File: config.mk
export PLATFORM = sky130hd
export DESIGN_NAME = reduce_arbiter
export DESIGN_NICKNAME = d
export VERILOG_FILES = /design/src/rtl/reduce_arbiter.sv
export SDC_FILE = /design/constraint.sdc
export NUM_CORES = 1
export LEC_CHECK = 0
export CAP_MARGIN = 10
export CORE_AREA = 2 2 225 227
export CTS_BUF_LIST = sky130_fd_sc_hd__clkbuf_4 sky130_fd_sc_hd__clkbuf_8
export DETAILED_ROUTE_END_ITERATION = 12
export DIE_AREA = 0 0 227 229
export DONT_BUFFER_PORTS = 1
export GPL_TIMING_DRIVEN = 0
export PLACE_DENSITY_LB_ADDON = 0.25
export SYNTH_ARGS = -nofsm -noshare
export SYNTH_HDL_FRONTEND = slang
export SYNTH_SLANG_ARGS = --single-unit
File: constraint.sdc
create_clock -name clk -period 7.3 [get_ports clk]
set_input_delay 1.46 -clock clk [delete_from_list [all_inputs] [get_ports clk]]
set_output_delay 1.46 -clock clk [all_outputs]
set_load 0.05 [all_outputs]
File: src/rtl/reduce_arbiter.sv
// Round-robin scheduler sharing one N-lane combinational adder tree among
// several vector streams; emits one tagged scalar sum per packet.
module reduce_arbiter #(
    parameter int N            = 8,
    parameter int DATA_WIDTH   = 32,
    parameter int REQUESTERS   = 2,
    localparam int ID_WIDTH    = $clog2(REQUESTERS)
) (
    input  logic                                          clk,
    input  logic                                          reset,
    input  logic [REQUESTERS-1:0]                         in_valid,
    input  logic [REQUESTERS-1:0]                         in_last,
    input  logic [REQUESTERS-1:0][N-1:0][DATA_WIDTH-1:0]  in_vector,
    output logic [REQUESTERS-1:0]                         in_ready,
    output logic                                          out_valid,
    input  logic                                          out_ready,
    output logic [DATA_WIDTH-1:0]                         out_sum,
    output logic [ID_WIDTH-1:0]                           out_id,
    output logic [15:0]                                   out_beats
);

    typedef enum logic [1:0] {IDLE, BUSY, HOLD} state_t;

    state_t                  state;
    logic [ID_WIDTH-1:0]     grant;
    logic [ID_WIDTH-1:0]     rr_ptr;
    logic [DATA_WIDTH-1:0]   acc;
    logic [15:0]             count;

    logic [DATA_WIDTH-1:0]   tree;
    logic [DATA_WIDTH-1:0]   acc_next;
    logic [15:0]             count_next;
    logic                    beat_ok;

    function automatic logic [DATA_WIDTH-1:0] tree_sum(
        input logic [N-1:0][DATA_WIDTH-1:0] lanes
    );
        logic [DATA_WIDTH-1:0] s;
        s = '0;
        for (int i = 0; i < N; i++) begin
            s = s + lanes[i];
        end
        return s;
    endfunction

    function automatic logic [15:0] sat_inc(input logic [15:0] c);
        return (c == 16'hFFFF) ? c : c + 16'd1;
    endfunction

    function automatic logic [ID_WIDTH-1:0] wrap_inc(input logic [ID_WIDTH-1:0] g);
        return (g == ID_WIDTH'(REQUESTERS - 1)) ? '0 : g + ID_WIDTH'(1);
    endfunction

    // First valid requester at or after ptr, wrapping around.
    function automatic logic [ID_WIDTH-1:0] rr_pick(
        input logic [REQUESTERS-1:0] v,
        input logic [ID_WIDTH-1:0]   ptr
    );
        logic [ID_WIDTH-1:0] sel;
        logic                found;
        int                  idx;
        sel   = ptr;
        found = 1'b0;
        for (int i = 0; i < REQUESTERS; i++) begin
            idx = (int'(ptr) + i) % REQUESTERS;
            if (!found && v[ID_WIDTH'(idx)]) begin
                sel   = ID_WIDTH'(idx);
                found = 1'b1;
            end
        end
        return sel;
    endfunction

    always_comb begin
        tree       = tree_sum(in_vector[grant]);
        acc_next   = acc + tree;
        count_next = sat_inc(count);
        beat_ok    = (state == BUSY) && in_valid[grant];
    end

    always_comb begin
        in_ready = '0;
        if (state == BUSY) begin
            in_ready[grant] = 1'b1;
        end
    end

    always_ff @(posedge clk) begin
        if (reset) begin
            state     <= IDLE;
            grant     <= '0;
            rr_ptr    <= '0;
            acc       <= '0;
            count     <= '0;
            out_valid <= 1'b0;
            out_sum   <= '0;
            out_id    <= '0;
            out_beats <= '0;
        end else begin
            case (state)
                IDLE: begin
                    if (|in_valid) begin
                        grant <= rr_pick(in_valid, rr_ptr);
                        acc   <= '0;
                        count <= '0;
                        state <= BUSY;
                    end
                end
                BUSY: begin
                    // A dropped in_valid simply stalls with the grant held.
                    if (beat_ok) begin
                        acc   <= acc_next;
                        count <= count_next;
                        if (in_last[grant]) begin
                            out_sum   <= acc_next;
                            out_id    <= grant;
                            out_beats <= count_next;
                            out_valid <= 1'b1;
                            state     <= HOLD;
                        end
                    end
                end
                HOLD: begin
                    if (out_valid && out_ready) begin
                        out_valid <= 1'b0;
                        rr_ptr    <= wrap_inc(grant);
                        state     <= IDLE;
                    end
                end
                default: state <= IDLE;
            endcase
        end
    end

endmodule

* After elaboration in Yosys (flattened, before gate mapping) *
Cells that the tools add are included.
Widths: inputs -> output; s select.

storage, ports and cells
  logic and storage cells = 81
  memories kept = 0
  RAM bits = 0
  latch bits = 0
  output and inout bits = 52
  input bits = 519
  ROM bits = 0
  register bits after elaboration = 102

operators by class
  bitwise operators = 0
  shift-type cells = 0
  div/mod/pow operators = 0
  add/subtract/negate cells = 11
  mux-type cells = 35
  $lt $le $gt $ge = 4
  $mul = 0
  reduce and logical (&&, ||, !) cells = 15
  equality and inequality tests = 7

operators by type and width
  cell                   count
  $mux 256               2
  $add 32x32->32         8
  $mux 32                2
  $pmux 32 s2            1
  $mux 16                3
  $pmux 16 s2            1
  $mux 1                 18
  $add 16x1->16 const B  1
  $eq 16x16->1 const B   1
  $mux 2                 5
  $reduce_and 4->1       2
  $lt 1x3->1 const B     2
  $ne 2x2->1 const B     3
  $pmux 2 s3             1
  $reduce_and 3->1       2
  $logic_and 1x1->1      4
  $reduce_and 2->1       2
  $reduce_bool 2->1      2
  $add 1x1->1 const B    2
  $eq 2x1->1 const B     1
  $eq 2x2->1 const B     1
  $logic_not 2->1        1
  $lt 1x2->1 const B     1
  $ne 2x1->1 const B     1
  other kinds (5)        5

* Depth between registers and ports, before layout *
  word-level depth = 12
  mapped depth = 22
  gate-level depth less buffers = 19

* Worst setup path after synthesis *
No wires, ideal clock.

  path kind = input to register
  start point = input in_vector[482] (netlist name)
  end point = register acc[18]
  slack = 1.348 ns
  library setup time = 0.106 ns
  buffers on the path = 0
  arrival = 5.846 ns
  cell stages on the path = 17
  required time = 7.194 ns
  path through = mux2_2 fa_1 fa_1 fa_1 inv_1 fa_1 inv_1 ha_1 inv_1 fa_1 nand2b_1 a211oi_2 o221a_2 a21oi_1 o21ba_2 or4_1 o311ai_0

between the ends
  longest elaborated chain between the ends = 6

ends and longest elaborated chain
  item                                         line  source
  from (decl)                                  13    input logic [REQUESTERS-1:0][N-1:0][DATA_WIDTH-1:0] in_vector,
  $mux 256 (not written as such) (2 in a row)  75    tree = tree_sum(in_vector[grant]);
  $add 32x32->32                               41    s = s + lanes[i];
  $add 32x32->32                               76    acc_next = acc + tree;
  $mux 32                                      111   if (beat_ok) begin
  $pmux 32 s2                                  100   case (state)
  to (signal assigned)                         112   acc <= acc_next;
  to (decl)                                    27    logic [DATA_WIDTH-1:0] acc;

No other way between the ends. The select of a mux whose other input is x is not followed.
A chain may end at the register's enable or synchronous reset.

* Worst setup path after layout *
  start point = register grant
  end point = register acc[18]

between the ends
  longest elaborated chain between the ends = 12
  elaborated cells on any way between the ends = 17
  those cells by class = add/sub (8); eq/ne (1); mux (6); reduce/logical (2)

ends and longest elaborated chain
  item                                         line  source
  from (decl)                                  25    logic [ID_WIDTH-1:0] grant;
  from (signal assigned)                       103   grant <= rr_pick(in_valid, rr_ptr);
  $mux 256 (not written as such) (2 in a row)  75
  $add 32x32->32 (7 in a row)                  41
  $add 32x32->32                               76
  $mux 32                                      111
  $pmux 32 s2                                  100

Several ways; a longest one is shown, not always the timed one. The select of a mux whose other input is x is not followed.

==> impl_metrics.toml <==
[yosys]
ys.flop_type = "dfxtp_1"
yosysUniqueCellTypes = 71
seq_area_frac_synth = 0.145
synthCells = 1519
synth_seq_cells = 102
synth-edff-count = 0
syn_avg_cell_area_um2 = 9.26
yosys_warnings = 0
synth-async-reset-ratio = 0
synthesis.area_um2 = 14100
synthesis.nets = 2284

[clock_tree]
cts_root_buf = "clkbuf_8"
cts_htree_levels = 3
hold_buffers = 0
cts_setup_buffers = 0
cts_sinks = 102
clkTransAtPathRegs_ps = 120
cts_buffers = 9
cts_tree = "built"
cts_buffer_depth = 2
clk_latency_ps = 410
ctsResizeCount = 6

[floorplanning]
core_area_um2 = 49700
row_count = 82
die_width_um = 227
fp.dieArea_um2 = 52000
chipHeight_um = 229
initial_utilization = 0.283
io_pins = 571

[route]
drt_pass1_iterations = 5
avgViaCountPerCell = 4.87
num_vias = 10800
detail-route-antenna-nets = 0
drc = 0
drtIter0Drc = 394
routed_wl_mm = 51.6
post_drt_wl_per_cell_um = 23.3

[placed_design]
placedCellCount = 2192
gp_congestion = 0.915
port_buffers = 0
placed_area_um2 = 14900
hpwl_mm = 44.7

[timing]
fin_skew_ps = 21.4
setup_violations = 0
rsz0062_at_grt = "yes"
hold_viol_final = 0
max_freq_mhz = 146
slew_violations = 0
post-route-period-util = 0.937
maxSlewHeadroom = 0.263
fin_crit_ps = 6840
worstMarginPinSlew_ps = 1110

[power]
total_leakage_power_uw = 0.00600
total_power_uw = 8670
ir_drop_uv = 408
pwr_density_cell_nw_per_um2 = 570

[layout]
fin_area_um2 = 15200
finalNetCount = 2296
area_growth_pct = 8.02
stdcell_count = 2218
drive_gt1_frac = 0.111

[critical_path]
end_kind = "flop"
crit_start = "grant"
path_max_fanout = 10
timing.rr.start = "grant"
start_kind = "flop"
required_ps = 7600
crit_type = "flop to flop"
cp.arrival_ps = 7140

[grt]
grt_start_max_net_pins = 20
grt_usage = 0.196
antenna_found_initial = 10
grt_pass1_vias = 12000
grt-ovfl-total = 0
grt_pass1_wl_mm = 74.0

[hold_path]
hp-class = "flop to flop"
hp-start = "acc[2]"

[job]
cap_viol_max_count = 0

[run_status]
status = "finished clean"
## cells by family after synthesis
kind of cell,count (synthesis),synth area share
AO/OA/AOI/OAI,228,0.109
XOR/XNOR,52,0.0324
adder cells (fa/ha/maj),246,0.333
buffers and inverters,365,0.0991
flip-flops,102,0.145
multiplexers,258,0.193
AND/OR/NAND/NOR,268,0.0893
## cell type report
cell class	instances	area, µm²
diodes	10	25.0
plain buffers	71	314
clock buffers	9	124
clock inverters	7	87.6
fillers	5303	34500
inverters	294	1100
multi-input cells	1052	10600
flip-flops and latches	102	2040
well taps	672	841
repair buffers	1	27.5
## layout by cell type, fill, tap and decap left out, drive strengths merged, types with 3 or more instances in the layout
cell type and instances:
inv 297, o211ai 5, xor2 22, clkinv 3, a211oi 26, and3 9
a21o 16, or3 9, and2 5, mux2 103, o21ai 40, mux2i 155
buf 30, ha 33, a21oi 73, and4 5, o21a 9, nor3 22
clkbuf 49, nand2 87, diode 10, a31oi 9, o21bai 3, a22oi 18
nor4 3, nand3 23, nor2 79, fa 213, xnor2 30, nand4 9
nand2b 4, dfxtp 102
## worst max-delay path, cell delays in order, from the launching register on
cell and delay, ps:
dfxtp_1 340, buf_2 300, clkbuf_2 470, clkbuf_1 540
mux2_2 430, fa_1 590, fa_1 460, fa_1 560
inv_1 50, fa_1 430, inv_1 70, ha_1 200
inv_1 80, fa_1 480, nand2b_1 220, a211oi_2 370
o221a_2 290, a21oi_1 90, o21ba_2 250, or4_1 400
o311ai_0 110
## stage by stage
stage	utilization	hold slack (ps)	worst slack (ps)	TNS [ps]
2_1_floorplan	-	425	1350	0
3_5_place_dp	0.301	443	-299	-3560
6_report	0.306	459	458	0
3_3_place_gp	0.300	439	-347	-5390
4_1_cts	0.305	459	22.5	0
5_1_grt	0.306	503	6.60	0
## registers in the layout, indices dropped and copies added (netlist names)
register,cells
out_sum,32
out_beats,16
count,16
rr_ptr,1
grant,1
acc,32
out_id,1
state,2
out_valid,1
## worst paths after layout
| check | endpoint | slack [ps] | depth (start not counted) |
|---|---|---|---|
| worst max-delay path | acc[18] | 460 | 20 |
| worst min register to register | acc[2] | 460 | 2 |
| worst max register to register | acc[18] | 460 | 20 |
| worst min-delay path | acc[2] | 460 | 2 |
## report_power, final
group,internal (µW),total (µW),leakage [µW],switching [µW]
Clock,168,413,0.000108,246
Combinational,2670,7270,0.00506,4600
Sequential,663,981,0.000827,318
Total,3500,8670,0.00600,5170
## cells in the mapped netlist (all sizes together) (4+ instances only)
library cell,count,area share
a21o,16,0.0085
and3,9,0.0040
nand4,9,0.0040
and4,5,0.0031
nor2,79,0.021
xnor2,30,0.019
nor3,22,0.0090
mux2,103,0.082
a211oi,26,0.017
o211ai,5,0.0030
a21oi,73,0.027
a22oi,18,0.0096
inv,293,0.078
mux2i,155,0.11
clkbuf,38,0.010
and2,5,0.0022
ha,33,0.029
o21a,9,0.0048
o21ai,40,0.014
fa,213,0.30
buf,33,0.010
dfxtp,102,0.15
nand3,23,0.0085
nand2b,4,0.0018
xor2,22,0.014
nand2,87,0.023
or3,9,0.0040
a31oi,9,0.0044
## routing by layer
layer / vias up / track usage / share of wire
li1: 5014 / - / -
met1: 5308 / 0.223 / 0.39
met2: 429 / 0.361 / 0.52
met3: 49 / 0.0389 / 0.063
met4: 0 / 0.0688 / 0.033
met5: - / 0 / 0
Power figures use the tool's default switching activity.
